==> src/rtl/crypto_sched.sv <==
// Round-robin scheduler sharing one crypto engine among NUM_REQ requesters, with a lockable key table.
// Optional build macro CRYPTO_SCHED_TIMEOUT_EN adds a WAIT-state timeout that returns an error response.
module crypto_sched #(
  parameter int unsigned NUM_REQ     = 4,
  parameter int unsigned NUM_KEYS    = 4,
  parameter int unsigned KIDX_W      = 2,
  parameter int unsigned TIMEOUT_CYC = 16
) (
  input  logic                        clk,
  input  logic                        reset,
  input  logic [NUM_REQ-1:0]          req_valid,
  output logic [NUM_REQ-1:0]          req_ready,
  input  logic [NUM_REQ*128-1:0]      req_data,
  input  logic [NUM_REQ*KIDX_W-1:0]   req_key_idx,
  output logic [NUM_REQ-1:0]          rsp_valid,
  input  logic [NUM_REQ-1:0]          rsp_ready,
  output logic [127:0]                rsp_data,
  output logic                        rsp_err,
  input  logic                        cfg_we,
  input  logic [KIDX_W-1:0]           cfg_addr,
  input  logic [127:0]                cfg_key,
  input  logic                        cfg_lock,
  output logic                        eng_start,
  output logic [127:0]                eng_key,
  output logic [127:0]                eng_data_in,
  input  logic [127:0]                eng_data_out,
  input  logic                        eng_done,
  output logic                        busy
);

  localparam int unsigned PTR_W = (NUM_REQ > 1) ? $clog2(NUM_REQ) : 1;

  typedef enum logic [1:0] {
    S_IDLE,
    S_ISSUE,
    S_WAIT,
    S_RESP
  } state_t;

  state_t              r_state;
  logic [PTR_W-1:0]    r_rr_ptr;
  logic [PTR_W-1:0]    r_owner;
  logic [KIDX_W-1:0]   r_kidx;
  logic [127:0]        r_data;
  logic [127:0]        r_eng_key;
  logic [127:0]        r_rsp_data;
  logic                r_rsp_err;
  logic                r_lock;
  logic [127:0]        r_keys [NUM_KEYS];

`ifdef CRYPTO_SCHED_TIMEOUT_EN
  localparam int unsigned TMO_W = (TIMEOUT_CYC > 1) ? $clog2(TIMEOUT_CYC) : 1;
  logic [TMO_W-1:0]    r_tmo;
`endif

  logic                w_hit;
  logic [PTR_W-1:0]    w_gnt_idx;
  logic [127:0]        w_gnt_data;
  logic [KIDX_W-1:0]   w_gnt_kidx;
  logic [NUM_REQ-1:0]  w_one;
  logic [PTR_W-1:0]    w_ptr_next;

  // First valid requester at or above rr_ptr, wrapping modulo NUM_REQ
  always_comb begin
    int unsigned v_j;
    w_hit     = 1'b0;
    w_gnt_idx = '0;
    v_j       = 0;
    for (int unsigned k = 0; k < NUM_REQ; k++) begin
      v_j = 32'(r_rr_ptr) + k;
      if (v_j >= NUM_REQ) v_j = v_j - NUM_REQ;
      if (!w_hit && req_valid[PTR_W'(v_j)]) begin
        w_hit     = 1'b1;
        w_gnt_idx = PTR_W'(v_j);
      end
    end
  end

  assign w_one      = {{(NUM_REQ-1){1'b0}}, 1'b1};
  assign w_gnt_data = req_data[128*w_gnt_idx +: 128];
  assign w_gnt_kidx = req_key_idx[KIDX_W*w_gnt_idx +: KIDX_W];
  assign w_ptr_next = (r_owner == PTR_W'(NUM_REQ-1)) ? '0 : r_owner + 1'b1;

  assign req_ready   = (r_state == S_IDLE && w_hit) ? (w_one << w_gnt_idx) : '0;
  assign rsp_valid   = (r_state == S_RESP) ? (w_one << r_owner) : '0;
  assign rsp_data    = r_rsp_data;
  assign eng_start   = (r_state == S_ISSUE);
  assign busy        = (r_state != S_IDLE);
  assign eng_data_in = r_data;
  // During ISSUE the key is read straight from the table, so a same-cycle write is not yet visible
  assign eng_key     = (r_state == S_ISSUE) ? r_keys[r_kidx] : r_eng_key;

`ifdef CRYPTO_SCHED_TIMEOUT_EN
  assign rsp_err = r_rsp_err;
`else
  assign rsp_err = 1'b0;
`endif

  always_ff @(posedge clk) begin
    if (reset) begin
      r_state    <= S_IDLE;
      r_rr_ptr   <= '0;
      r_owner    <= '0;
      r_kidx     <= '0;
      r_data     <= '0;
      r_eng_key  <= '0;
      r_rsp_data <= '0;
      r_rsp_err  <= 1'b0;
      r_lock     <= 1'b0;
      for (int unsigned i = 0; i < NUM_KEYS; i++) r_keys[KIDX_W'(i)] <= '0;
`ifdef CRYPTO_SCHED_TIMEOUT_EN
      r_tmo      <= '0;
`endif
    end else begin
      r_lock <= r_lock | cfg_lock;
      if (cfg_we && !r_lock) r_keys[cfg_addr] <= cfg_key;

      unique case (r_state)
        S_IDLE: begin
          if (w_hit) begin
            r_owner <= w_gnt_idx;
            r_data  <= w_gnt_data;
            r_kidx  <= w_gnt_kidx;
            r_state <= S_ISSUE;
          end
        end
        S_ISSUE: begin
          r_eng_key <= r_keys[r_kidx];
          r_state   <= S_WAIT;
`ifdef CRYPTO_SCHED_TIMEOUT_EN
          r_tmo     <= '0;
`endif
        end
        S_WAIT: begin
          if (eng_done) begin
            r_rsp_data <= eng_data_out;
            r_rsp_err  <= 1'b0;
            r_state    <= S_RESP;
          end
`ifdef CRYPTO_SCHED_TIMEOUT_EN
          else if (r_tmo == TMO_W'(TIMEOUT_CYC-1)) begin
            r_rsp_data <= '0;
            r_rsp_err  <= 1'b1;
            r_state    <= S_RESP;
          end else begin
            r_tmo <= r_tmo + 1'b1;
          end
`endif
        end
        S_RESP: begin
          if (rsp_ready[r_owner]) begin
            r_state    <= S_IDLE;
            r_rr_ptr   <= w_ptr_next;
            r_rsp_data <= '0;
            r_rsp_err  <= 1'b0;
            r_data     <= '0;
            r_eng_key  <= '0;
          end
        end
        default: r_state <= S_IDLE;
      endcase
    end
  end

endmodule

==> config.mk <==
export PLATFORM = sky130hd
export DESIGN_NAME = crypto_sched
export DESIGN_NICKNAME = d
export VERILOG_FILES = /design/src/rtl/crypto_sched.sv
export SDC_FILE = /design/constraint.sdc
export NUM_CORES = 2
export LEC_CHECK = 0
export ABC_AREA = 1
export CAP_MARGIN = 20
export CORE_AREA = 2 2 460 462
export DETAILED_ROUTE_END_ITERATION = 10
export DIE_AREA = 0 0 462 464
export PLACE_DENSITY_LB_ADDON = 0.1
export SLEW_MARGIN = 20
export SYNTH_ARGS = -nofsm -noshare
export SYNTH_HDL_FRONTEND = slang
export SYNTH_SLANG_ARGS = --single-unit
==> constraint.sdc <==
create_clock -name clk -period 17.05 [get_ports clk]
set_input_delay 1.705 -clock clk [delete_from_list [all_inputs] [get_ports clk]]
set_output_delay 1.705 -clock clk [all_outputs]
set_load 0.01 [all_outputs]
==> metrics.cfg <==
[status]
status=finished clean

[floorplanning]
die_x_um=462
num_io_pins=1186
rows=168
core_area_um2=209000
die-area_um2=214000
die_h_um=464
initial_core_util=0.212

[finish]
utilization=0.299
ff_latch_area_um2=23300
syn_to_final_growth_pct=40.8
final_layout_size_suffix_gt1_frac=0.0396
final_cells=9640
fin_area_um2=62400
fill_cells=22692
nets=7460
multi_input_area_um2=17200

[drt]
ant_nets=0
wl_per_cell_um=27.7
via_count=44135
routed_wl_mm=267
drt_iter0_drc=3455
viasPerCell=4.58
drc_errors=0
detailedRoute.firstPassIterationCount=6

[global_routing]
track_usage=0.239
grt_overflow=0
grt_antenna_before_repair=144
grt_max_degree=203
grt_pass1_vias=42028
grt_pass1_wl_mm=359

[timing]
final_max_slew_viol_count=0
rsz0062_at_grt=false
skew_ns=0.0783
setup_tns_ns=0
hold_violations=0
finalSetupViolations=0
hold_slack_ns=0.459
fmax_mhz=143
final.min_clock_period_ns=7.01
tightest_slew_ns=1.44
fin_crit_sh=0.411
worst_slack_ns=10.04
slew_headroom=0.0419

[synthesis]
synth_async_sr_flop_share=0
ys_ff_latch=907
yosysTopAreaCell=edfxtp_1
ys_warn_count=0
syn_inst=5747
synth_edf_count=512
synth_area_um2=44400
synth_ff_type=edfxtp_1
synth_top_area_share=0.347
seq_area_frac_synth=0.525
yosys-top-cells-area=edfxtp_1 35%, dfxtp_1 18%, nand2_1 15%, nand3_1 12%, inv_1 4.7%
ys_types=31
syn_avg_cell_area_um2=7.72
synth_nets=6547

[worst_setup_path]
cp-end-kind=primary output
crit_required_ns=15.34
worst-path-max-fanout=83
ff2ff_setup_slack_ns=12.03
setup.worst_path.start_class=input port
crit_arrival_ns=5.31
path_class=input port to primary output

[cts]
cts_tree=done
clock_path_buffers=3
cts-root-buf=clkbuf_16
htreeDepth=3
cts_hold_buf=0
clk_pin_slew_ns=0.05
cts_made_buffers=116
cts_resized=0
clock_latency_ns=0.82
post-cts-setup-buffers=0
clock_sinks=907

[power_and_ir_drop]
pwr-share-comb=0.458
sw_frac_of_total=0.438
peakVddDrop_v=0.000138
clkPwrFrac=0.248
p_total_mw=10.1
p_seq_frac=0.294
p_switching_mw=4.44
leakage_nw=25.3
power_density_nw_per_um2=162
p_int_mw=5.68

[place]
dp_hpwl_mm=187
place_congestion=0.974
portBuffers=1184
dpl_worst_slack_ns=10.12
dpl_cell_area_um2=58400
dp_cells=9346

[min_path]
hp-class=flop to flop

[job]
drv_cap=0

## state kept, by name, summed over array words and instances, names as in the netlist, named ones only
register / count
eng_data_in: 128
r_eng_key: 128
r_keys: 512
r_kidx: 2
r_lock: 1
r_owner: 2
r_rr_ptr: 2
r_state: 2
rsp_data: 128
## area by class of cell
| cell class | instances | share of cell area |
|---|---|---|
| inverters | 554 | 0.0339 |
| well taps | 2805 | 0.0562 |
| flip-flops and latches | 907 | 0.373 |
| diodes | 72 | 0.00289 |
| multi-input cells | 3846 | 0.275 |
| clock buffers | 167 | 0.0536 |
| repair buffers | 1235 | 0.197 |
| clock inverters | 54 | 0.00788 |
## logic make-up (layout without fill, tap and decap cells)
kind of cell,after synthesis,after routing,synth area share
AO/OA/AOI/OAI,406,406,0.0463
flip-flops,907,907,0.525
buffers and inverters,994,2010,0.0912
adder cells (fa/ha/maj),9,9,0.00254
other,1,73,0.0000845
AND/OR/NAND/NOR,3430,3430,0.335
## power by group through the flow
stage                     combinational, mW  clock (mW)  sequential, mW
after floorplan                        2.27           0            3.01
after global placement                 4.69           0            3.00
after detailed placement               4.69           0            3.01
after CTS                              4.71        2.58            2.97
after global routing                   4.99        2.65            3.02
final                                  4.64        2.51            2.97
## critical path, stage by stage
cell and delay [ns]:
clkdlybuf4s50_1 0.43, inv_1 0.10, nand2_2 0.06, nand3_1 0.15, nand2_2 0.10, nor2_4 0.16, nand3_2 0.17, nand3_2 0.15
nand2_8 0.27, inv_6 0.82, nand2_1 0.17, nor2_1 0.14, clkdlybuf4s50_1 0.58
## placed cells by master, fill, tap and decap left out, drive strengths merged, types with 2 or more instances in the layout
cell,count
nand2,1730
clkdlybuf4s50,1183
nand3,1032
inv,555
edfxtp,512
nor2,409
dfxtp,395
a21oi,392
clkbuf,167
nor3,129
nand3b,128
diode,72
buf,52
clkinv,43
ha,9
o21ai,8
clkinvlp,6
bufinv,4
o211ai,2
o31ai,2
## per-layer routing
layer / part of all wire / GRT usage / up-vias
li1: - / - / 20565
met1: 0.43 / 0.303 / 21700
met2: 0.48 / 0.397 / 1457
met3: 0.061 / 0.0499 / 381
met4: 0.031 / 0.0891 / 32
met5: 0.00075 / 0 / -
## Yosys cell counts, types with 2 or more instances
cell,number
nand2_1,1722
nand3_1,1029
inv_1,550
edfxtp_1,512
nor2_1,408
dfxtp_1,395
a21oi_1,392
clkbuf_1,291
nor3_1,129
nand3b_1,128
buf_2,75
buf_1,39
buf_6,24
buf_4,9
ha_1,9
nand2_2,7
o21ai_0,6
inv_2,4
nand3_2,3
clkbuf_4,2
o211ai_1,2
o31ai_1,2
## worst paths after layout
kind / start / to / cells after the start
setup / recovery: req_valid[3] / req_ready[3] / 13
hold / removal: r_eng_key[119] / r_eng_key[119] / 2
setup reg to reg: r_state[0] / rsp_data[40] / 9
hold reg to reg: r_eng_key[119] / r_eng_key[119] / 2
Note: power is estimated with default switching activity, not from simulation.
